$ cat src/rtl/maze_game_engine.sv
// Per-frame game-state engine for the tilt maze: maps tilt to velocity, scans a wall snapshot
// one wall per clock, then resolves border/wall/goal/timeout and updates position, timer and score.
module maze_game_engine #(
  parameter int GRID_W         = 5,
  parameter int GRID_H         = 5,
  parameter int CELL           = 80,
  parameter int ORIGIN_X       = 120,
  parameter int ORIGIN_Y       = 0,
  parameter int WALL_T         = 2,
  parameter int PWIDTH         = 20,
  parameter int START_X        = 130,
  parameter int START_Y        = 330,
  parameter int GOAL_X         = 460,
  parameter int GOAL_Y         = 20,
  parameter int GOAL_W         = 30,
  parameter int GOAL_H         = 20,
  parameter int DEAD           = 1,
  parameter int GAIN_SH        = 1,
  parameter int VMAX           = 2,
  parameter int SWAP_XY        = 1,
  parameter int INV_X          = 1,
  parameter int INV_Y          = 0,
  parameter int TIME_START     = 30,
  parameter int FRAMES_PER_SEC = 60,
  parameter int TIMER_W        = 6
) (
  input  logic                       in_clk,
  input  logic                       reset,
  input  logic                       frame_tick,
  input  logic                       run,
  input  logic                       restart,
  input  logic signed [4:0]          tilt_x,
  input  logic signed [4:0]          tilt_y,
  input  logic [GRID_W*GRID_H-1:0]   h_walls,
  input  logic [GRID_W*GRID_H-1:0]   v_walls,
  output logic [10:0]                px,
  output logic [10:0]                py,
  output logic [TIMER_W-1:0]         timer,
  output logic [15:0]                score,
  output logic                       busy,
  output logic                       collision_p,
  output logic                       goal_p,
  output logic                       timeout_p,
  output logic                       overrun
);

  localparam int N  = GRID_W * GRID_H;
  localparam int KW = (N > 1) ? $clog2(N) : 1;
  localparam int FW = (FRAMES_PER_SEC > 1) ? $clog2(FRAMES_PER_SEC) : 1;

  localparam logic [KW-1:0] K_LAST = KW'(N - 1);
  localparam logic [KW-1:0] I_LAST = KW'(GRID_W - 1);
  localparam logic [KW-1:0] J_LAST = KW'(GRID_H - 1);
  localparam logic [FW-1:0] F_LAST = FW'(FRAMES_PER_SEC - 1);

  localparam logic signed [12:0] OX    = 13'(ORIGIN_X);
  localparam logic signed [12:0] OY    = 13'(ORIGIN_Y);
  localparam logic signed [12:0] CL    = 13'(CELL);
  localparam logic signed [12:0] WT    = 13'(WALL_T);
  localparam logic signed [12:0] PW1   = 13'(PWIDTH - 1);
  localparam logic signed [12:0] X_MAX = 13'(ORIGIN_X + GRID_W * CELL - 1);
  localparam logic signed [12:0] Y_MAX = 13'(ORIGIN_Y + GRID_H * CELL - 1);
  localparam logic signed [12:0] GX_LO = 13'(GOAL_X);
  localparam logic signed [12:0] GX_HI = 13'(GOAL_X + GOAL_W - 1);
  localparam logic signed [12:0] GY_LO = 13'(GOAL_Y);
  localparam logic signed [12:0] GY_HI = 13'(GOAL_Y + GOAL_H - 1);

  localparam logic [10:0]         SX     = 11'(START_X);
  localparam logic [10:0]         SY     = 11'(START_Y);
  localparam logic [TIMER_W-1:0]  T_LOAD = TIMER_W'(TIME_START);
  localparam logic [TIMER_W-1:0]  T_ONE  = TIMER_W'(1);
  localparam logic signed [11:0]  DEAD_V = 12'(DEAD);
  localparam logic signed [11:0]  VMAX_V = 12'(VMAX);

  typedef enum logic [1:0] {S_IDLE, S_LATCH, S_SCAN, S_RESOLVE} state_t;

  state_t state, state_n;

  logic signed [12:0] cand_x, cand_y;
  logic signed [12:0] xb, yb;
  logic [KW-1:0]      k, ci, cj;
  logic               vert, hit;
  logic [N-1:0]       h_snap, v_snap;
  logic [FW-1:0]      fcnt;

  logic signed [11:0] vel_tx, vel_ty, vx, vy;
  logic signed [12:0] wx_lo, wx_hi, wy_lo, wy_hi;
  logic               wall_bit, wall_hit, border_hit, goal_hit, scan_last;

  // Deadzone, shift-and-offset gain, then clamp; the sign is reapplied at the end.
  function automatic logic signed [11:0] tilt_to_vel(input logic signed [4:0] t);
    logic signed [11:0] ts, mag, spd;
    ts  = {{7{t[4]}}, t};
    mag = ts[11] ? -ts : ts;
    if (mag <= DEAD_V) begin
      spd = '0;
    end else begin
      spd = ((mag - DEAD_V) >>> GAIN_SH) + 12'sd1;
      if (spd > VMAX_V) spd = VMAX_V;
    end
    return ts[11] ? -spd : spd;
  endfunction

  assign vel_tx = tilt_to_vel(tilt_x);
  assign vel_ty = tilt_to_vel(tilt_y);

  always_comb begin
    vx = (SWAP_XY != 0) ? vel_ty : vel_tx;
    vy = (SWAP_XY != 0) ? vel_tx : vel_ty;
    if (INV_X != 0) vx = -vx;
    if (INV_Y != 0) vy = -vy;
  end

  // Bounds of the wall under the scan pointer; xb/yb track the current cell's top-left corner.
  always_comb begin
    wx_lo    = vert ? (xb + CL - WT) : xb;
    wx_hi    = xb + CL - 13'sd1;
    wy_lo    = vert ? yb : (yb + CL - WT);
    wy_hi    = yb + CL - 13'sd1;
    wall_bit = vert ? v_snap[k] : h_snap[k];
    wall_hit = wall_bit && (cand_x <= wx_hi) && (cand_x + PW1 >= wx_lo)
                        && (cand_y <= wy_hi) && (cand_y + PW1 >= wy_lo);
  end

  assign border_hit = (cand_x < OX) || (cand_x + PW1 > X_MAX)
                   || (cand_y < OY) || (cand_y + PW1 > Y_MAX);
  assign goal_hit   = (cand_x <= GX_HI) && (cand_x + PW1 >= GX_LO)
                   && (cand_y <= GY_HI) && (cand_y + PW1 >= GY_LO);
  assign scan_last  = vert && (k == K_LAST);
  assign busy       = (state != S_IDLE);

  always_ff @(posedge in_clk) begin
    if (reset) state <= S_IDLE;
    else       state <= state_n;
  end

  always_comb begin
    // NOTE: next state gets its default before any branch, so no path can infer a latch.
    state_n = state;
    if (restart) begin
      state_n = S_IDLE;
    end else begin
      case (state)
        S_IDLE:    if (frame_tick && run) state_n = S_LATCH;
        S_LATCH:   state_n = S_SCAN;
        S_SCAN:    if (scan_last) state_n = S_RESOLVE;
        S_RESOLVE: state_n = S_IDLE;
        default:   state_n = S_IDLE;
      endcase
    end
  end

  // NOTE: the wall snapshots carry no reset; LATCH always rewrites them before SCAN reads them.
  always_ff @(posedge in_clk) begin
    if (state == S_LATCH) begin
      h_snap <= h_walls;
      v_snap <= v_walls;
    end
  end

  always_ff @(posedge in_clk) begin
    // NOTE: all sequential state uses <= so every register sees the pre-edge values.
    if (reset) begin
      px          <= SX;
      py          <= SY;
      timer       <= T_LOAD;
      score       <= '0;
      fcnt        <= '0;
      cand_x      <= '0;
      cand_y      <= '0;
      hit         <= 1'b0;
      k           <= '0;
      ci          <= '0;
      cj          <= '0;
      xb          <= OX;
      yb          <= OY;
      vert        <= 1'b0;
      collision_p <= 1'b0;
      goal_p      <= 1'b0;
      timeout_p   <= 1'b0;
    end else if (restart) begin
      px          <= SX;
      py          <= SY;
      timer       <= T_LOAD;
      fcnt        <= '0;
      hit         <= 1'b0;
      collision_p <= 1'b0;
      goal_p      <= 1'b0;
      timeout_p   <= 1'b0;
    end else begin
      collision_p <= 1'b0;
      goal_p      <= 1'b0;
      timeout_p   <= 1'b0;
      case (state)
        S_LATCH: begin
          cand_x <= $signed({2'b00, px}) + $signed({vx[11], vx});
          cand_y <= $signed({2'b00, py}) + $signed({vy[11], vy});
          hit    <= 1'b0;
          k      <= '0;
          ci     <= '0;
          cj     <= '0;
          xb     <= OX;
          yb     <= OY;
          vert   <= 1'b0;
        end
        S_SCAN: begin
          hit <= hit | wall_hit;
          k   <= (k == K_LAST) ? '0 : k + 1'b1;
          if (ci == I_LAST) begin
            ci <= '0;
            xb <= OX;
            if (cj == J_LAST) begin
              cj   <= '0;
              yb   <= OY;
              vert <= 1'b1;
            end else begin
              cj <= cj + 1'b1;
              yb <= yb + CL;
            end
          end else begin
            ci <= ci + 1'b1;
            xb <= xb + CL;
          end
        end
        S_RESOLVE: begin
          if (hit || border_hit) begin
            px          <= SX;
            py          <= SY;
            timer       <= T_LOAD;
            fcnt        <= '0;
            collision_p <= 1'b1;
          end else if (goal_hit) begin
            px     <= SX;
            py     <= SY;
            timer  <= T_LOAD;
            score  <= (score == 16'hFFFF) ? score : score + 16'd1;
            goal_p <= 1'b1;
          end else if (fcnt == F_LAST) begin
            fcnt <= '0;
            if (timer == T_ONE) begin
              px        <= SX;
              py        <= SY;
              timer     <= T_LOAD;
              timeout_p <= 1'b1;
            end else begin
              px    <= cand_x[10:0];
              py    <= cand_y[10:0];
              timer <= timer - T_ONE;
            end
          end else begin
            px   <= cand_x[10:0];
            py   <= cand_y[10:0];
            fcnt <= fcnt + 1'b1;
          end
        end
        default: ;
      endcase
    end
  end

  always_ff @(posedge in_clk) begin
    if (reset)                overrun <= 1'b0;
    else if (frame_tick && busy) overrun <= 1'b1;
  end

endmodule
$ cat config.mk
export PLATFORM = sky130hd
export DESIGN_NAME = maze_game_engine
export DESIGN_NICKNAME = d
export VERILOG_FILES = /design/src/rtl/maze_game_engine.sv
export SDC_FILE = /design/constraint.sdc
export NUM_CORES = 1
export LEC_CHECK = 0
export ABC_AREA = 1
export BUFFER_PORTS_ARGS = -buffer_cell sky130_fd_sc_hd__buf_2
export CAP_MARGIN = 10
export CORE_ASPECT_RATIO = 0.9
export CORE_MARGIN = 2
export CORE_UTILIZATION = 25
export DETAILED_ROUTE_END_ITERATION = 8
export GPL_TIMING_DRIVEN = 0
export PLACE_DENSITY = 0.37
export SETUP_SLACK_MARGIN = 0.3
export SKIP_LAST_GASP = 1
export SLEW_MARGIN = 20
export SYNTH_ARGS = -nofsm -noshare
export SYNTH_HDL_FRONTEND = slang
export SYNTH_SLANG_ARGS = --single-unit
$ cat constraint.sdc
create_clock -name in_clk -period 12 [get_ports in_clk]
set_input_delay 2.4 -clock in_clk [delete_from_list [all_inputs] [get_ports in_clk]]
set_output_delay 2.4 -clock in_clk [all_outputs]
set_load 0.01 [all_outputs]
---- Yosys cells after proc, flatten, opt, wreduce, memory -nomap -nowiden ----
Index checks and enable logic that the tools add are counted.
word-level totals
  register bits ........................... 175
  input port bits ......................... 65
  output and inout port bits .............. 49
  logic and storage cells ................. 165
operators by class
  $add $sub $neg .......................... 25
  order comparisons ....................... 17
  equal/unequal tests ..................... 14
  multiplexer cells ....................... 52
  bitwise logic cells ..................... 6
  reduce and logical (&&, ||, !) cells .... 30
operator list
  operator               number
  $mux 12                8
  $mux 11                8
  $mux 13                5
  $pmux 13 s2            2
  $mux 6                 7
  $neg 12->12            3
  $pmux 5 s2             3
  $add 12x12->13         2
  $add 13x6->13 const B  2
  $add 13x8->13 const B  2
  $ge 13x13->1           2
  $le 13x13->1           2
  $sub 13x2->13 const B  2
  $sub 13x3->13 const B  2
  $add 11x2->12 const B  2
  $gt 12x3->1 const B    2
  $le 12x2->1 const B    2
  $neg 5->12             2
  $sub 12x2->12 const B  2
  $mux 5                 4
  $add 16x1->16 const B  1
  $eq 16x16->1 const B   1
  $add 5x1->5 const B    3
  $ge 13x10->1 const B   1
  other kinds (38)       74

---- Longest topological paths before layout ----
Gate-level depths: netlist (run 1).
  depth in word-level cells ............... 11
  depth in mapped cells ................... 42
  depth with buffers taken out ............ 42

---- Worst setup path before layout (run 1) ----
No wires, ideal clock.
  path kind ............................... in2reg
  start point ............................. input port tilt_y[0]
  end point ............................... register cand_x[11]
  library setup time ...................... 0.064 ns
  arrival ................................. 6.872 ns
  data required time ...................... 11.936 ns
  setup slack ............................. 5.064 ns
  stages .................................. 40
  buffers on the path ..................... 0
  path through ............................ inv_1 -> ha_1 -> nand2_1 -> nand2_1 -> inv_1 -> ha_1 -> inv_1 -> nand2_1 -> nand2_1 -> inv_1 -> ha_1 -> inv_1 -> or2_2 -> nand2_1 -> nor2_1 -> nand2_1 -> nand2_2 -> nand2_1 -> [4 not listed] -> ha_1 -> xor2_1 -> inv_1 -> ha_1 -> a21oi_1 -> nand2_1 -> nand2_1 -> nand2_1 -> a21oi_1 -> o21ai_0 -> a21oi_1 -> o21bai_1 -> a21o_1 -> a21oi_1 -> nand3_1 -> nand2_1 -> nor2_1 -> nor2_1
between the ends
  longest elaborated chain between the ends .. 11
  elaborated cells between the ends (all ways) .. 12
  classes of those cells .................. 6 x add/sub; 2 x order compare; 4 x mux
ends and longest elaborated chain
  element               line  RTL
  start, declared       33    input logic signed [4:0] tilt_y,
  $neg 5->12            94    mag = ts[11] ? -ts : ts;
  $mux 12 (*)           94
  $sub 12x2->12         98    spd = ((mag - DEAD_V) >>> GAIN_SH) + 12'sd1;
  $add 11x2->12         98
  $gt 12x3->1           99    if (spd > VMAX_V) spd = VMAX_V;
  $mux 12               99
  $mux 12 (*)           95    if (mag <= DEAD_V) begin
  $neg 12->12           101   return ts[11] ? -spd : spd;
  $mux 12 (*)           101
  $neg 12->12 (*)       110   if (INV_X != 0) vx = -vx;
  $add 12x12->13 (*)    196   cand_x <= $signed({2'b00, px}) + $signed({vx[11], vx});
  end signal, assigned  196
  end, declared         79    logic signed [12:0] cand_x, cand_y;
Every way passes the cells marked *; elsewhere a longest branch is shown, timed or not.
A chain may end at the register's enable or synchronous reset.

---- Worst setup path in the final report (run 1) ----
Same ends and word-level chain as after synthesis.

==> impl_metrics.json, run 1 <==
{
  "hp-class": "flip-flop to flip-flop",
  "grt_setup_unrepaired": "no",
  "path_class": "primary input to flip-flop",
  "drt_iter0_drc": 663,
  "clk_pin_slew_ns": 0.07,
  "cp-startpoint": "tilt_y[0]",
  "timing.final.crit_share_pct": 61.2,
  "core_um2": 45500,
  "cts_tree": "built",
  "rows": 74,
  "max_stage_delay_ns": 0.38,
  "maxCapViolations": 0,
  "insertion_delay_ns": 0.48,
  "gp_congestion": 0.817,
  "cp_max_fo": 6,
  "hold_viol": 0,
  "grt_usage_pct": 15.3,
  "comb_power_share_pct": 24.1,
  "htreeDepth": 4,
  "slew-limit-headroom_pct": 41.6,
  "io_pins": 114,
  "diodes": 0,
  "yosys_warnings": 0,
  "rr_endpoint": "hit$_SDFFE_PP0N_",
  "cp-end-kind": "flip-flop",
  "r2r_start": "xb[4]$_SDFFE_PP1P_",
  "power.leakage_nw": 5.95,
  "swShare_pct": 33.2,
  "rr_worst_depth": 20,
  "cts_hold_buffers": 0,
  "numCtsBuffers": 17,
  "async_reset_ff_share_pct": 0,
  "p_clk_share_pct": 37.5,
  "switchingPower_w": 0.000531,
  "synth_edf_count": 50,
  "yosysSeqAreaShare_pct": 33.5,
  "clk_path_buf_depth": 2,
  "dp_hpwl_um": 29100,
  "io_buffer_count": 111,
  "seq_power_share_pct": 38.4,
  "hp-start": "overrun$_SDFFE_PP0P_",
  "num-nets-final": 1872,
  "required_ns": 12.42,
  "cts_resized": 0,
  "hold_end": "overrun$_SDFFE_PP0P_",
  "fin_cells": 2318,
  "cp-start-kind": "primary input",
  "drive_gt1_share_pct": 10.7,
  "grt_max_degree": 51,
  "post_cts_buffers": 0,
  "skew_ns": 0.0114,
  "grt_pass1_vias": 10000,
  "yosysTopAreaCellShare_pct": 20.5,
  "yosys.area.top_type": "dfxtp_1",
  "hold_path_depth": 2,
  "r2r_slack_ns": 8.22,
  "ir_drop_mv": 0.0952,
  "synth_fp_nets": 1741,
  "outcome": "complete, no violations",
  "dieArea_um2": 47900,
  "grt_pass1_wl_um": 56400,
  "grt_overflow": 0,
  "tightest_slew_ns": 0.877,
  "cp_common_cell": "nand2_1",
  "wire_per_inst_um": 15.8,
  "synth_flop_cell": "dfxtp_1",
  "arrival_ns": 7.77,
  "clock.fmax_mhz": 136,
  "finalSetupViolCount": 0,
  "cts.sinks": 168,
  "wirelength_um": 36600,
  "timing.setup.tns_ns": 0,
  "dp_cells": 2286,
  "drc_errors": 0,
  "syn_area_um2": 11500,
  "powerDensity_nw_per_um2": 118,
  "initial_core_util_pct": 25.4,
  "postSynthAreaPerCell_um2": 7.37,
  "finalCriticalPeriod_ns": 7.35,
  "dr.pass1.iters": 6,
  "num_vias": 10600,
  "critPathSlowestCell": "ha_1",
  "drtAntennaViolNets": 0,
  "netlist_top_cells_area": "dfxtp_1, edfxtp_1, ha_1",
  "syn_inst": 1566,
  "power.internal_w": 0.00107,
  "vias_per_cell": 4.55,
  "final_max_slew_viol_count": 0,
  "ys_ff_latch": 168,
  "die_y_um": 208,
  "syn2layout_area_growth_pct": 17.1,
  "ys_types": 60,
  "root_buffer": "clkbuf_16",
  "antenna_found_initial": 1,
  "die_width_um": 230
}
==> per-stage QoR <==
stage / worst slack [ns] / hold WS, ns / utilization, % / total power [W] / cell area (um2)
2_1_floorplan: 5.06 / 0.448 / - / 0.000895 / 11500
3_3_place_gp: 4.17 / 0.453 / 28.3 / 0.00101 / 12900
3_5_place_dp: 4.13 / 0.466 / 28.4 / 0.00102 / 12900
4_1_cts: 4.66 / 0.485 / 29.7 / 0.00163 / 13500
5_1_grt: 3.92 / 0.500 / 29.7 / 0.00170 / 13500
6_report: 4.65 / 0.479 / 29.7 / 0.00160 / 13500
==> worst max-delay path by stage <==
stage / to / slack, ns / cells past startpoint
CTS: cand_x[11]$_SDFFE_PP0P_ / 4.66 / 40
global placement: cand_x[11]$_SDFFE_PP0P_ / 4.17 / 40
floorplan: cand_x[11]$_SDFFE_PP0P_ / 5.06 / 40
detailed placement: cand_x[11]$_SDFFE_PP0P_ / 4.13 / 40
finish: cand_x[11]$_SDFFE_PP0P_ / 4.65 / 40
global route: cand_x[11]$_SDFFE_PP0P_ / 3.92 / 40
==> per-layer routing <==
metal,up-vias,part of all wire (%),GRT usage [%]
li1,5532,-,-
met1,4872,51,21.5
met2,123,45,23.8
met3,29,2.7,2.69
met4,2,1.2,4.67
met5,-,0.030,0
==> flip-flops by register name, summed over array words and instances (netlist names), 9 cells and up <==
signal,flops
score,16
yb,9
cand_x,13
px,11
h_snap,25
cand_y,13
py,11
xb,10
v_snap,25
==> synth_stat cells, drive strengths merged, types with 4 or more instances <==
library cell,instances
a211oi,4
a21o,5
a21oi,130
buf,9
clkbuf,30
dfxtp,118
edfxtp,50
ha,108
inv,211
nand2,281
nand3,105
nand3b,7
nand4,36
nor2,158
nor3,34
nor4,7
o211ai,11
o21ai,126
o21bai,4
o221ai,5
o22ai,14
or2,5
xnor2,20
xor2,57
==> critical path: cells and delay by family <==
kind / cells / cell delay (ns)
simple gates: 20 / 1.78
xor+xnor: 1 / 0.18
buf+inv: 6 / 0.54
compound gates: 7 / 1.22
fa+ha+maj: 6 / 1.63
==> cell usage in the layout (no fill, tap or decap), types with 7 or more instances in the layout <==
cell / count
xor2_1: 56
o21ai_0: 122
clkbuf_16: 17
nand3_1: 104
nand4_1: 35
a21oi_1: 128
o211ai_1: 11
xnor2_1: 20
dfxtp_1: 118
ha_1: 107
nand3b_1: 7
o22ai_1: 14
buf_2: 112
nand2_1: 276
nor2_1: 150
inv_1: 205
edfxtp_1: 50
nor3_1: 33
clkbuf_1: 31
==> power by group through the flow <==
| stage | Combinational, W | Sequential, W | Clock [W] |
|---|---|---|---|
| 2_1_floorplan | 0.000273 | 0.000622 | 0 |
| 3_3_place_gp | 0.000385 | 0.000628 | 0 |
| 3_5_place_dp | 0.000388 | 0.000628 | 0 |
| 4_1_cts | 0.000390 | 0.000614 | 0.000628 |
| 5_1_grt | 0.000438 | 0.000616 | 0.000645 |
| 6_report | 0.000386 | 0.000614 | 0.000599 |
==> layout make-up <==
type / instances / area, um2
Clock inverter: 14 / 189
Inverter: 212 / 798
Tap cell: 608 / 761
Fill cell: 4968 / 31900
Buffer: 39 / 178
Clock buffer: 18 / 429
Multi-Input combinational cell: 1147 / 6710
Timing Repair Buffer: 112 / 583
Sequential cell: 168 / 3860
==> cells by family after synthesis <==
family          after synthesis  share of synthesized area [%]
fa+ha+maj                   110                           12.1
simple gates                638                           24.6
flops                       168                           33.5
xor+xnor                     77                           5.91
buf+inv                     251                           8.46
compound gates              322                           15.5
Power figures use the tool's default switching activity.
==> run 2: changes to the inputs <==
PLACE_DENSITY = 0.39   (was 0.37)
clock period = 6.2 ns   (was 12 ns; I/O delays follow)
==> run 2 against run 1 <==
Net effect: clock skew fell by 0.00069 ns; utilization up 0.26 points; sequential share of layout area is 0.25 points lower; first-iteration DRC count decreased by 19%; register-to-register slack lost 5.9 ns; critical endpoint unchanged; largest power group unchanged; final area grew 0.87%; flip-flop and latch count did not move; critical path depth up 1.
==> impl_metrics.json, run 2 (same netlist as run 1, synthesis figures left out) <==
{
  "path_class": "primary input to flip-flop",
  "hp-class": "flip-flop to flip-flop",
  "syn2layout_area_growth_pct": 18.1,
  "core_um2": 45500,
  "grt_pass1_wl_um": 56400,
  "top_regs": "h_snap x25, v_snap x25, score x16",
  "max_stage_delay_ns": 0.28,
  "final_max_slew_viol_count": 0,
  "hold_ws_ns": 0.479,
  "drt_iter0_drc": 538,
  "diodes": 0,
  "io_pins": 114,
  "drc_errors": 0,
  "clock.fmax_mhz": 180,
  "cts.sinks": 168,
  "grt_usage_pct": 15.2,
  "num-nets-final": 1876,
  "dp_hpwl_um": 28300,
  "initial_core_util_pct": 25.4,
  "clk_path_buf_depth": 2,
  "grt_pass1_vias": 10200,
  "die_y_um": 208,
  "layout_commonest_cell": "nand2_1",
  "vias_per_cell": 4.61,
  "gp_congestion": 0.816,
  "timing.setup.tns_ns": 0,
  "wire_per_inst_um": 15.5,
  "fin_cells": 2322,
  "num_vias": 10700,
  "io_buffer_count": 111,
  "dr.pass1.iters": 5,
  "critPathSlowestCell": "ha_4",
  "maxCapViolations": 0,
  "ir_drop_mv": 0.199,
  "rows": 74,
  "cp_max_fo": 5,
  "htreeDepth": 4,
  "cts_hold_buffers": 0,
  "root_buffer": "clkbuf_16",
  "skew_ns": 0.0107,
  "insertion_delay_ns": 0.48,
  "outcome": "complete, no violations",
  "finalCriticalPeriod_ns": 5.55,
  "wirelength_um": 36000,
  "power.leakage_nw": 5.94,
  "arrival_ns": 5.97,
  "drive_gt1_share_pct": 13.0,
  "hold_viol": 0,
  "die_width_um": 230,
  "clk_pin_slew_ns": 0.07,
  "grt_setup_unrepaired": "yes",
  "cp_common_cell": "nand2_1",
  "numCtsBuffers": 17,
  "powerDensity_nw_per_um2": 222,
  "cp-start-kind": "primary input",
  "dp_cells": 2285,
  "antenna_found_initial": 0,
  "finalSetupViolCount": 0,
  "cts_tree": "built",
  "required_ns": 6.62,
  "tightest_slew_ns": 0.805,
  "final_cell_mix": "nand2_1, inv_1, nor2_1",
  "grt_max_degree": 52,
  "drtAntennaViolNets": 0,
  "cp-end-kind": "flip-flop",
  "dieArea_um2": 47900,
  "slew-limit-headroom_pct": 46.3,
  "grt_overflow": 0,
  "timing.final.crit_share_pct": 89.5
}
==> run 2: cell type report <==
type	instances	area (um2)
repair buffers	116	593
plain buffers	39	178
clock inverters	13	97.6
clock buffers	19	433
well taps	608	761
flip-flops and latches	168	3860
multi-input cells	1147	6900
fillers	4992	31800
inverters	212	801
==> run 2: worst paths after layout <==
check | slack [ns] | depth (start not counted) | end | startpoint
setup / recovery | 0.65 | 41 | cand_x[11]$_SDFFE_PP0P_ | tilt_y[0]
hold / removal | 0.48 | 2 | overrun$_SDFFE_PP0P_ | overrun$_SDFFE_PP0P_
setup reg to reg | 2.35 | 20 | hit$_SDFFE_PP0N_ | xb[4]$_SDFFE_PP1P_
hold reg to reg | 0.48 | 2 | overrun$_SDFFE_PP0P_ | overrun$_SDFFE_PP0P_
==> run 2: routing by layer <==
metal	vias up	part of all wire, %	GRT usage (%)	wire length (um)
met5	-	0	0	0
met4	0	1.3	4.67	481
met3	29	2.6	2.72	927
met2	134	45	23.3	16300
met1	4987	51	21.5	18300
li1	5556	-	-	-
==> run 2: critical path, delay by kind of cell <==
| kind | cells | cell delay [ns] |
|---|---|---|
| xor+xnor | 1 | 0.14 |
| simple gates | 20 | 1.69 |
| fa+ha+maj | 6 | 1.38 |
| buf+inv | 7 | 0.45 |
| compound gates | 7 | 1.04 |
==> run 2: power breakdown <==
part | total [W] | leakage, nW | switching, W | internal [W]
logic | 0.000815 | 4.28 | 0.000510 | 0.000305
registers | 0.00119 | 1.41 | 0.0000262 | 0.00116
clock network | 0.00102 | 0.256 | 0.000503 | 0.000515
total | 0.00302 | 5.94 | 0.00104 | 0.00198
==> run 2: what timing repair did <==
action                     4_1_cts  5_1_grt
gates resized for setup          6       43
setup endpoints to repair        3       11
buffers inserted                 1        4
pin swaps                        1       11
==> run 2: metrics by stage <==
| step | util, % | worst slack, ns | instance area, um2 | power, W |
|---|---|---|---|---|
| after global placement | 28.3 | -0.423 | 12900 | 0.00196 |
| after floorplan | - | 0.424 | 11500 | 0.00173 |
| after detailed placement | 28.3 | -0.465 | 12900 | 0.00196 |
| final | 30.0 | 0.653 | 13600 | 0.00302 |
| after global routing | 30.0 | 0.251 | 13600 | 0.00321 |
| after CTS | 29.6 | 0.306 | 13400 | 0.00302 |
==> run 3: changes to the inputs <==
CORE_UTILIZATION = 55   (was 25)
PLACE_DENSITY = 0.75   (was 0.39)
==> run 3 against run 2 <==
Net effect: register-to-register slack worse by 0.04 ns; power rose by 0.54%; combinational power decreased by 3.9%; wire length fell by 16%; final cell count down 14%; critical path depth fell by 1; worst hold slack lost 0.015 ns; count of clock-buffer cells in the layout fell by 2; sequential share of layout area grew 0.75 points; critical path type unchanged; critical endpoint unchanged; largest cell class unchanged; largest power group unchanged.
==> impl_metrics.json, run 3 (same netlist as run 1, synthesis figures left out) <==
{
  "final_max_slew_viol_count": 0,
  "swShare_pct": 33.1,
  "maxCapViolations": 0,
  "required_ns": 6.53,
  "ir_drop_mv": 0.160,
  "drtAntennaViolNets": 0,
  "grt_pass1_vias": 10500,
  "cp_common_cell": "nand2_1",
  "fill_cells": 1843,
  "dieArea_um2": 22200,
  "initial_core_util_pct": 55.7,
  "clk_pin_slew_ns": 0.07,
  "hp-start": "overrun$_SDFFE_PP0P_",
  "seq_power_share_pct": 39.1,
  "cp-start-kind": "primary input",
  "num-nets-final": 1877,
  "numCtsBuffers": 17,
  "cts_tree": "built",
  "arrival_ns": 5.97,
  "hold_end": "overrun$_SDFFE_PP0P_",
  "root_buffer": "clkbuf_16",
  "clk_path_buf_depth": 2,
  "hold_viol": 0,
  "drc_errors": 0,
  "io_pins": 114,
  "wirelength_um": 30300,
  "finalPower_w": 0.00304,
  "comb_power_share_pct": 25.8,
  "power.leakage_nw": 5.99,
  "final_cell_mix": "nand2_1, inv_1, nor2_1",
  "top_regs": "h_snap x25, v_snap x25, score x16",
  "grt_usage_pct": 28.0,
  "vias_per_cell": 5.51,
  "diodes": 0,
  "critPathSlowestCell": "ha_4",
  "skew_ns": 0.00912,
  "layout_commonest_cell": "nand2_1",
  "wl_met1_um": 14200,
  "drive_gt1_share_pct": 12.8,
  "grt_setup_unrepaired": "yes",
  "p_clk_share_pct": 35.1,
  "antenna_found_initial": 0,
  "rr_worst_depth": 20,
  "gp_congestion": 0.932,
  "dr.pass1.iters": 8,
  "cp_num_buf_inv": 7,
  "wire_per_inst_um": 15.1,
  "switchingPower_w": 0.00101,
  "max_stage_delay_ns": 0.28,
  "path_class": "primary input to flip-flop",
  "drt_iter0_drc": 935,
  "dr_wl_met2_um": 13900,
  "finalSetupViolCount": 0,
  "dp_hpwl_um": 23500,
  "tightest_slew_ns": 0.764,
  "grt_pass1_wl_um": 49700,
  "num_vias": 11000,
  "syn2layout_area_growth_pct": 15.1,
  "core_um2": 20700,
  "r2r_slack_ns": 2.31,
  "hp-class": "flip-flop to flip-flop",
  "grt_max_degree": 27,
  "outcome": "complete, no violations",
  "die_y_um": 141,
  "r2r_start": "xb[4]$_SDFFE_PP1P_",
  "cp-end-kind": "flip-flop",
  "cp_max_fo": 5,
  "clock.fmax_mhz": 177,
  "highest_layer": "met4",
  "insertion_delay_ns": 0.44,
  "slew-limit-headroom_pct": 49.0,
  "rows": 50,
  "hold_path_depth": 2,
  "io_buffer_count": 111,
  "cts.sinks": 168,
  "grt_overflow": 0,
  "crit_family": "simple AND/OR/NAND/NOR gates",
  "cts_hold_buffers": 0,
  "htreeDepth": 4,
  "wl_met3_um": 1720,
  "die_width_um": 157,
  "powerDensity_nw_per_um2": 229,
  "finalCriticalPeriod_ns": 5.64,
  "rr_endpoint": "hit$_SDFFE_PP0N_",
  "power.internal_w": 0.00203,
  "utilization_pct": 64.1,
  "timing.final.crit_share_pct": 91.0
}
-- run 3: power by group through the flow --
stage | registers [W] | logic (W) | clock network [W]
global route | 0.00119 | 0.000878 | 0.00112
CTS | 0.00119 | 0.000728 | 0.00108
floorplan | 0.00120 | 0.000528 | 0
finish | 0.00119 | 0.000783 | 0.00107
global placement | 0.00121 | 0.000686 | 0
detailed placement | 0.00121 | 0.000704 | 0
-- run 3: worst register-to-register path, delay by kind of cell (launching register included) --
family	cells	cell delay (ns)
xor+xnor	2	0.41
simple gates	10	1.47
flops	1	0.52
buf+inv	2	0.16
compound gates	4	0.72
fa+ha+maj	2	0.55
-- run 3: metrics by stage --
| step | setup WS (ns) | hold slack (ns) | cells | cell area [um2] | setup TNS, ns |
|---|---|---|---|---|---|
| after floorplan | 0.424 | 0.448 | 1566 | 11500 | 0 |
| after global placement | -0.183 | 0.447 | 1963 | 12500 | -0.183 |
| after detailed placement | -0.328 | 0.454 | 1964 | 12500 | -0.686 |
| after CTS | 0.358 | 0.470 | 1997 | 13100 | 0 |
| after global routing | 0.218 | 0.514 | 2001 | 13300 | 0 |
| final | 0.560 | 0.464 | 2001 | 13300 | 0 |
-- run 3: timing repair --
| item | CTS | global route |
|---|---|---|
| buffers inserted | 1 | 4 |
| pin swaps | 2 | 15 |
| endpoints found under the setup margin | 1 | 11 |
| resized for setup | 7 | 37 |
-- run 3: final cells by class --
cell class | instances | area (um2) | share of cell area (%)
Multi-Input combinational cell | 1147 | 6880 | 51.8
Buffer | 39 | 178 | 1.34
Inverter | 212 | 801 | 6.03
Sequential cell | 168 | 3860 | 29.1
Clock inverter | 15 | 155 | 1.17
Clock buffer | 17 | 425 | 3.20
Tap cell | 286 | 358 | 2.69
Timing Repair Buffer | 117 | 623 | 4.69
-- run 3: routing by layer --
| layer | vias up | global-route usage (%) |
|---|---|---|
| met1 | 5122 | 38.3 |
| met4 | 0 | 7.44 |
| met3 | 45 | 4.49 |
| li1 | 5554 | - |
| met5 | - | 0 |
| met2 | 307 | 46.2 |
-- run 3: worst max path at each step --
| stage | from | end | slack [ns] | depth (start not counted) |
|---|---|---|---|---|
| floorplan | tilt_y[0] | cand_x[11]$_SDFFE_PP0P_ | 0.42 | 40 |
| global placement | tilt_y[0] | cand_x[11]$_SDFFE_PP0P_ | -0.18 | 40 |
| detailed placement | tilt_y[0] | cand_x[11]$_SDFFE_PP0P_ | -0.33 | 40 |
| CTS | tilt_y[0] | cand_x[12]$_SDFFE_PP0P_ | 0.36 | 40 |
| global route | tilt_y[0] | cand_x[12]$_SDFFE_PP0P_ | 0.22 | 39 |
| finish | tilt_y[0] | cand_x[11]$_SDFFE_PP0P_ | 0.56 | 40 |
